[config.mk]
export PLATFORM = sky130hd
export DESIGN_NAME = systolic_row_mac
export DESIGN_NICKNAME = d
export VERILOG_FILES = /design/src/rtl/systolic_row_mac.sv
export SDC_FILE = /design/constraint.sdc
export NUM_CORES = 2
export LEC_CHECK = 0
export BUFFER_PORTS_ARGS = -buffer_cell sky130_fd_sc_hd__buf_2
export CORE_AREA = 2 2 437 265
export CTS_CLUSTER_SIZE = 25
export DETAILED_ROUTE_END_ITERATION = 16
export DIE_AREA = 0 0 439 267
export GPL_TIMING_DRIVEN = 0
export PLACE_DENSITY = 0.66
export SLEW_MARGIN = 20
export SYNTH_ARGS = -nofsm -noshare
export SYNTH_HDL_FRONTEND = slang
export SYNTH_SLANG_ARGS = --single-unit
[constraint.sdc]
create_clock -name clk -period 11.25 [get_ports clk]
set_clock_uncertainty 0.05 [all_clocks]
set_input_delay 1.6875 -clock clk [delete_from_list [all_inputs] [get_ports clk]]
set_output_delay 1.6875 -clock clk [all_outputs]
set_load 0.01 [all_outputs]
[src/rtl/systolic_row_mac.sv]
// rtl/systolic_row_mac.sv - 1xN systolic MAC row with saturating accumulators and serial drain
// B ripples one PE per cycle; A lanes are live. Flush drains the pipe, then streams N results out.
module systolic_row_mac #(
    parameter int N_PE = 4,
    parameter int DW   = 16,
    parameter int AW   = 40,
    parameter int SAT  = 1
) (
    input  logic                       clk,
    input  logic                       rst,
    input  logic                       in_valid,
    output logic                       in_ready,
    input  logic [DW-1:0]              b_in,
    input  logic [N_PE*DW-1:0]         a_vec,
    input  logic                       flush,
    output logic                       c_valid,
    input  logic                       c_ready,
    output logic [AW-1:0]              c_data,
    output logic [$clog2(N_PE)-1:0]    c_idx,
    output logic                       c_ovf,
    output logic                       busy
);

    localparam int IW = $clog2(N_PE);
    localparam logic [AW-1:0] ACC_MAX = {1'b0, {(AW-1){1'b1}}};
    localparam logic [AW-1:0] ACC_MIN = {1'b1, {(AW-1){1'b0}}};

    typedef enum logic [1:0] {S_ACCUM, S_FLUSH, S_DRAIN} state_t;

    state_t          r_state;
    state_t          w_state_nxt;
    logic [IW-1:0]   r_cnt;
    logic [IW-1:0]   r_idx;
    logic            w_accept;
    logic            w_clear;
    logic            w_last_idx;

    logic            w_v [0:N_PE-1];
    logic [DW-1:0]   w_b [0:N_PE-1];
    logic            r_v [1:N_PE-1];
    logic [DW-1:0]   r_b [1:N_PE-1];

    logic [AW-1:0]   w_acc_arr [0:N_PE-1];
    logic [N_PE-1:0] w_ovf_vec;

    assign in_ready   = (r_state == S_ACCUM);
    assign busy       = (r_state == S_FLUSH) || (r_state == S_DRAIN);
    assign w_accept   = in_valid && in_ready;
    assign w_last_idx = (r_idx == IW'(N_PE - 1));
    assign w_clear    = (r_state == S_DRAIN) && c_ready && w_last_idx;

    assign c_valid = (r_state == S_DRAIN);
    assign c_data  = c_valid ? w_acc_arr[r_idx] : '0;
    assign c_ovf   = c_valid && w_ovf_vec[r_idx];
    assign c_idx   = r_idx;

    // Stage 0 is the accepted beat itself; idle cycles push zeros down the pipe.
    assign w_v[0] = w_accept;
    assign w_b[0] = w_accept ? b_in : '0;

    genvar gi;
    generate
        for (gi = 1; gi < N_PE; gi++) begin : g_pipe
            assign w_v[gi] = r_v[gi];
            assign w_b[gi] = r_b[gi];

            always_ff @(posedge clk or posedge rst) begin
                if (rst) begin
                    r_v[gi] <= 1'b0;
                    r_b[gi] <= '0;
                end else begin
                    r_v[gi] <= w_v[gi-1];
                    r_b[gi] <= w_b[gi-1];
                end
            end
        end

        for (gi = 0; gi < N_PE; gi++) begin : g_pe
            logic signed [DW-1:0]   w_a;
            logic signed [DW-1:0]   w_bs;
            logic signed [2*DW-1:0] w_prod;
            logic [AW-1:0]          w_ext;
            logic [AW-1:0]          w_sum;
            logic [AW-1:0]          w_nxt;
            logic                   w_add_ovf;
            logic [AW-1:0]          r_acc;
            logic                   r_ovf;

            assign w_a    = a_vec[gi*DW +: DW];
            assign w_bs   = w_b[gi];
            assign w_prod = w_a * w_bs;
            assign w_ext  = AW'(w_prod);
            assign w_sum  = r_acc + w_ext;
            // Signed overflow: operands agree in sign but the sum does not.
            assign w_add_ovf = (r_acc[AW-1] == w_ext[AW-1]) && (w_sum[AW-1] != r_acc[AW-1]);
            assign w_nxt = (w_add_ovf && (SAT != 0)) ? (r_acc[AW-1] ? ACC_MIN : ACC_MAX) : w_sum;

            assign w_acc_arr[gi] = r_acc;
            assign w_ovf_vec[gi] = r_ovf;

            always_ff @(posedge clk or posedge rst) begin
                if (rst) begin
                    r_acc <= '0;
                    r_ovf <= 1'b0;
                end else if (w_clear) begin
                    r_acc <= '0;
                    r_ovf <= 1'b0;
                end else if (w_v[gi]) begin
                    r_acc <= w_nxt;
                    if (w_add_ovf) begin
                        r_ovf <= 1'b1;
                    end
                end
            end
        end
    endgenerate

    always_comb begin
        w_state_nxt = r_state;
        case (r_state)
            S_ACCUM: if (flush) w_state_nxt = S_FLUSH;
            // r_cnt counts FLUSH cycles still to run, including the current one.
            S_FLUSH: if (r_cnt == IW'(1)) w_state_nxt = S_DRAIN;
            S_DRAIN: if (w_clear) w_state_nxt = S_ACCUM;
            default: w_state_nxt = S_ACCUM;
        endcase
    end

    always_ff @(posedge clk or posedge rst) begin
        if (rst) begin
            r_state <= S_ACCUM;
            r_cnt   <= '0;
            r_idx   <= '0;
        end else begin
            r_state <= w_state_nxt;
            if (r_state == S_ACCUM && flush) begin
                r_cnt <= IW'(N_PE - 1);
            end else if (r_state == S_FLUSH) begin
                r_cnt <= r_cnt - IW'(1);
            end
            if (r_state == S_DRAIN && c_ready) begin
                r_idx <= w_last_idx ? '0 : r_idx + IW'(1);
            end
        end
    end

endmodule

Word level (Yosys, flattened, before mapping)
Index checks and enable logic that the tools add are counted.
{"block": "word_totals", "rom_bits": 0, "regBits": 221, "mem_count": 0, "in_bits": 85, "latchBits": 0, "out_inout_bits": 46, "mem_bits_rw": 0}
{"block": "op_classes", "multipliers": 4, "div": 0, "n_lt_le_gt_ge": 2, "reduce_logical": 25, "shift": 0, "n_eq_ne": 15, "bitwise": 1, "mux": 42, "add_sub_neg": 6}
{"cell": "40-bit 2-to-1 mux", "count": 19}
{"cell": "40-bit adder", "count": 4}
{"cell": "16-bit by 16-bit multiplier with 32-bit output", "count": 4}
{"cell": "40-bit binary-select mux with 2-bit select", "count": 1}
{"cell": "2-bit nonzero test", "count": 9}
{"cell": "16-bit 2-to-1 mux", "count": 1}
{"cell": "1-bit 2-to-1 mux", "count": 13}
{"cell": "2-bit 2-to-1 mux", "count": 6}
{"cell": "1-bit logical AND", "count": 9}
{"cell": "2-bit AND reduction", "count": 4}
{"cell": "2-bit by 1-bit inequality test with 1-bit output (second input constant)", "count": 3}
{"cell": "2-bit case mux with 3 select lines", "count": 1}
{"cell": "1-bit == test", "count": 4}
{"cell": "2-bit by 1-bit == test with 1-bit output (second input constant)", "count": 2}
{"cell": "2-bit == test (second input constant)", "count": 2}
{"cell": "1-bit inequality test", "count": 4}
{"cell": "3-bit greater-or-equal comparator (second input constant)", "count": 1}
{"cell": "2-bit by 3-bit < comparator with 1-bit output (second input constant)", "count": 1}
{"cell": "2-bit inverter with 3-bit output", "count": 1}
{"cell": "3-bit AND reduction", "count": 1}
{"cell": "2-bit by 1-bit adder with 2-bit output (second input constant)", "count": 1}
{"cell": "1-bit binary-select mux with 2-bit select", "count": 1}
{"cell": "2-bit zero test", "count": 1}
{"cell": "2-bit by 1-bit subtractor with 2-bit output (second input constant)", "count": 1}
{"cell": "1-bit logical OR", "count": 1}

Longest topological paths before layout
{"block": "logic_depth", "depth_word": 10, "ltp_mapped": 44}

Worst setup path after synthesis
OpenSTA, ideal clock, no wires.
{"block": "synth_path", "path_kind": "input -> register", "startpoint": "input a_vec[28]", "endpoint": "register g_pe[1].r_acc[13]", "t_arrival_ns": 10.015, "stages": 39, "path_slack_ns": 1.064, "cell_sequence": "clkbuf_1 -> nand2_1 -> fa_1 -> inv_1 -> fa_1 -> inv_1 -> fa_1 -> inv_1 -> fa_1 -> inv_1 -> fa_1 -> inv_1 -> fa_1 -> ha_1 -> o21a_1 -> a21oi_1 -> nand2_1 -> o211a_1 -> [3 not listed] -> o2111ai_1 -> a21o_1 -> a21oi_1 -> xnor2_1 -> ha_1 -> and4_1 -> a211o_1 -> o22ai_1 -> a21o_1 -> a21oi_1 -> o21ai_0 -> a21oi_1 -> nor2b_1 -> a22oi_2 -> buf_2 -> buf_2 -> nand2_1 -> a22o_1"}
{"block": "synth_between", "elab_chain_len": 7, "elab_cells_between_ends": 8, "cone_classes": "1 x add/sub; 1 x mul; 2 x eq/ne; 3 x mux; 1 x reduce/logical"}
{"element": "start, declared", "line": "14", "rtl": "input logic [N_PE*DW-1:0] a_vec,"}
{"element": "16-bit by 16-bit multiplier with 32-bit output *", "line": "91", "rtl": "assign w_prod = w_a * w_bs;"}
{"element": "40-bit adder", "line": "93", "rtl": "assign w_sum = r_acc + w_ext;"}
{"element": "1-bit inequality test", "line": "95", "rtl": "assign w_add_ovf = (r_acc[AW-1] == w_ext[AW-1]) && (w_sum[AW-1] != r_acc[AW-1]);"}
{"element": "1-bit logical AND", "line": "95"}
{"element": "40-bit 2-to-1 mux *", "line": "96", "rtl": "assign w_nxt = (w_add_ovf && (SAT != 0)) ? (r_acc[AW-1] ? ACC_MIN : ACC_MAX) : w_sum;"}
{"element": "40-bit 2-to-1 mux *", "line": "108", "rtl": "end else if (w_v[gi]) begin"}
{"element": "40-bit 2-to-1 mux *", "line": "105", "rtl": "end else if (w_clear) begin"}
{"element": "end signal, assigned", "line": "109", "rtl": "r_acc <= w_nxt;"}
{"element": "end, declared", "line": "86", "rtl": "logic [AW-1:0] r_acc;"}
Mark *: on every way between the ends. The rest lies on a longest branch, timed or not. The select of a mux whose other input is x is not followed.
A chain may end at the register's enable or synchronous reset.

Final worst setup path
{"block": "layout_path", "startpoint": "input in_valid", "endpoint": "register g_pe[0].r_acc[36]"}
{"block": "layout_between", "elab_chain_len": 9, "elab_cells_between_ends": 11, "cone_classes": "1 x add/sub; 1 x mul; 2 x eq/ne; 4 x mux; 3 x reduce/logical"}
{"element": "start, declared", "line": "11", "rtl": "input logic in_valid,"}
{"element": "1-bit logical AND *", "line": "48", "rtl": "assign w_accept = in_valid && in_ready;"}
{"element": "16-bit 2-to-1 mux *", "line": "59", "rtl": "assign w_b[0] = w_accept ? b_in : '0;"}
{"element": "named net g_pe[0].w_bs[3]", "line": "80", "rtl": "logic signed [DW-1:0] w_bs;"}
{"element": "16-bit by 16-bit multiplier with 32-bit output *", "line": "91"}
{"element": "40-bit adder", "line": "93"}
{"element": "1-bit inequality test", "line": "95"}
{"element": "1-bit logical AND", "line": "95"}
{"element": "40-bit 2-to-1 mux *", "line": "96"}
{"element": "40-bit 2-to-1 mux *", "line": "108"}
{"element": "40-bit 2-to-1 mux *", "line": "105"}
{"element": "end signal, assigned", "line": "109"}
{"element": "end, declared", "line": "86"}
Mark *: on every way through the listed nets, which the timed path passes. The rest lies on a longest branch. The select of a mux whose other input is x is not followed.

==> metrics.md <==
| Metric | Value |
|---|---|
| Status | finished clean |
| Number of top-level pins | 131 |
| Share of synthesized flip-flops with an asynchronous set or reset | 1.00 |
| Drt drc | 0 |
| Endpoint of the worst-slack reg-to-reg timing path | g_pe[0].r_acc[36]$_DFFE_PP0P_ |
| Antenna violations before repair | 20 |
| Max Freq | 0.0914 GHz |
| Hold wc startpoint | r_v[2]$_DFF_PP0_ |
| Worst-path cell with the longest stage delay | fa_1 |
| Netlist Area Pre-Place | 56300 sq um |
| Final weighted congestion in routability-driven placement | 0.988 |
| Number of standard cells after synthesis | 6324 |
| Layout cells sized above 1 | 0.0525 |
| Synthesized netlist net count | 7952 |
| Y dimension of the die | 267 um |
| CP Data Arrival Time | 11430 ps |
| Min Clock Period, post-route | 10940 ps |
| CTS root buf | clkbuf_16 |
| Proportion of netlist area held by the largest area contributor | 0.374 |
| Number of rows in the core area | 96 |
| Internal reg-to-reg setup slack | 420 ps |
| CTS Buffer Depth | 3 |
| Number of routed nets with antenna violations | 0 |
| Number of nets in the layout | 8079 |
| Pre-antenna DRT Iters | 6 |
| Xor/xnor share of the synthesized area | 0.0418 |
| Layout-stage area growth over the synthesis result | 6.63% |
| Leading cell types in the layout, fill and taps excluded | inv_1, fa_1, nand2_1 |
| Hold-critical path depth | 0 |
| Number of distinct library cell variants in the gate-level netlist after synthesis | 83 |
| TritonCTS sink count | 221 |
| Worst-path clk slew | 70 ps |
| Effective utilization at floorplan | 0.496 |
| Cell type with the largest total area after synthesis | fa_1 |
| Synth top area cells | fa_1, ha_1, dfrtp_1, inv_1, nand2_1 |
| Number of H-tree branching levels | 1 |
| Synth Warn # | 0 |
| Mean post-synth cell area | 8.91 sq um |
| Synthesized-area fraction occupied by and/or/nand/nor cells | 0.152 |
| First-pass GRT wire length | 271000 um |
| Total gr overflow | 0 |
| Final number of hold-violating endpoints | 0 |
| Maxcap violations | 0 |
| Class of the tightest hold or removal check | flop to flop |
| Placed wire-length estimate | 148000 um |
| Multiplexer area fraction after synthesis | 0.0177 |
| Worst stage delay on the critical path | 590 ps |
| Setup tns final | 0 ps |
| Number of vias per cell | 5.56 |
| Number of synthesized flops with an enable pin | 0 |
| Final Max Slew Viols | 0 |
| Number of port buffers | 130 |
| Slew at the pin with the worst max-slew slack | 1140 ps |
| Crit path max fanout | 10 |
| Number of DRC violations after detailed-routing iteration 0 | 4366 |
| Inserted Clock Buffers | 27 |
| Flip-flop and latch count after synthesis | 221 |
| Post-Layout Cell Count | 7997 |
| Area share of fa/ha/maj cells after synthesis | 0.483 |
| CP endpoint kind | flop |
| Compound-cell area share of the yosys netlist | 0.107 |
| Number of global-route vias before repair | 44900 |
| Post-placement setup slack | -1610 ps |
| Part of the cycle the worst path needs | 0.972 |
| Number of cells traversed by the worst register-to-register path | 38 |
| Cells after DPL | 7977 |
| Top flip-flop cell by instance count after synthesis | dfrtp_1 |
| Routed wire length | 170000 um |
| Cell occurring most often along the worst timing path | fa_1 |
| Core ar. | 114000 sq um |
| Worst endpoint required time | 11740 ps |
| Post-synthesis sequential area ratio | 0.0982 |
| Kind of start point of the critical path | primary input |
| Final-report setup violation count | 0 |
| Most common library cell in the layout ignoring fill and taps | inv_1 |
| RR Startpoint | r_state[0]$_DFFE_PP0P_ |
| Skew-Pair Late Insertion Delay | 620 ps |
| Main combinational cell family by area after synthesis | adder cells |
| Via Count | 44400 |
| Tightest slew margin relative to the limit | 0.237 |
| End point of the worst hold path | r_v[1]$_DFF_PP0_ |
| All-Layer GR Usage | 0.302 |
| Clock tree from TritonCTS | yes |
| Routed length per instance | 21.3 um |
| Pin count of the biggest net entering global routing | 98 |
| Worst Setup Slack, final | 311 ps |
| WS Path Type | primary input to flop |
| Area of the die | 117000 sq um |
| Die outline width | 439 um |
## what timing repair did
| item | CTS | global route |
|---|---|---|
| setup buffers | 0 | 5 |
| cloned | 0 | 0 |
| resized for setup | 22 | 86 |
| endpoints found under the hold margin | 0 | 0 |
| pin swaps | 0 | 6 |
| hold buffers | 0 | 0 |
| setup endpoints to repair | 160 | 160 |
## metrics by stage
| step | cell area, sq um | hold WS [ps] | util |
|---|---|---|---|
| global route | 60100 | 429 | 0.529 |
| floorplan | 56300 | 345 | - |
| CTS | 59900 | 411 | 0.527 |
| finish | 60100 | 423 | 0.529 |
| detailed placement | 59000 | 375 | 0.520 |
| global placement | 58900 | 376 | 0.519 |
## layout make-up
| type | instances | area (sq um) |
|---|---|---|
| timing repair buffer | 139 | 783 |
| antenna | 6 | 15.0 |
| multi-input combinational | 4616 | 45400 |
| clock buffer | 37 | 793 |
| sequential | 221 | 5530 |
| fill | 10600 | 53400 |
| tap | 1519 | 1900 |
| inverter | 1265 | 4760 |
| buffer | 181 | 774 |
| clock inverter | 13 | 133 |
## metal layers
metal / track usage / vias to the layer above / wire length, um
met2: 0.404 / 1901 / 66400
li1: - / 20000 / -
met4: 0.0568 / 14 / 3790
met1: 0.479 / 22300 / 79000
met5: 0 / - / 95
met3: 0.0866 / 214 / 20800
## critical path, delay by kind of cell
kind            cells  cell delay [ps]
fa+ha+maj           8             3820
compound gates     13             2830
buf+inv             6             1350
simple gates        8             1160
mux                 1              380
xor+xnor            1              190
## registers in the layout, indices dropped and copies added (netlist names)
signal,flops
r_state,2
g_pe.w_bs,48
r_cnt,2
c_idx,2
g_pe.r_ovf,4
r_v,3
g_pe.r_acc,160
## worst max-delay path by stage
stage / startpoint / endpoint / slack [ps]
after floorplan: a_vec[28] / g_pe[1].r_acc[13]$_DFFE_PP0P_ / 1060
after global placement: in_valid / g_pe[0].r_acc[36]$_DFFE_PP0P_ / -1560
after detailed placement: in_valid / g_pe[0].r_acc[32]$_DFFE_PP0P_ / -1610
after CTS: in_valid / g_pe[0].r_ovf$_DFFE_PP0P_ / 30
after global routing: a_vec[25] / g_pe[1].r_acc[24]$_DFFE_PP0P_ / -30
final: in_valid / g_pe[0].r_acc[36]$_DFFE_PP0P_ / 310
## cells by family after synthesis
family | after synthesis
compound gates | 964
fa+ha+maj | 1543
simple gates | 1793
mux | 48
buf+inv | 1487
flops | 221
xor+xnor | 268
## synthesized netlist by cell type (all sizes together) (4+ instances only)
master   count
buf         25
xnor2      195
and4         7
or2          9
a22o        39
mux4        41
and3        36
a22oi        6
o211ai      18
o2111ai      6
a31o         6
or3         11
inv       1265
clkbuf     197
and2       466
o21bai      31
a21oi      332
nand2      823
ha         491
o2bb2ai      4
fa        1052
a21boi      13
xor2        73
nor2       205
a21o       112
a211oi      32
a31oi       30
o41a         4
nand2b      78
nand4       17
o31a         8
nand3       56
nor3        36
a211o        9
o21a        45
a311oi       5
nor2b       34
o21ai      214
a221oi       7
o31ai       10
mux2i        4
dfrtp      221
Power is not shown: default switching activity piles up to over one toggle a cycle in this logic, so the estimate is an artifact.
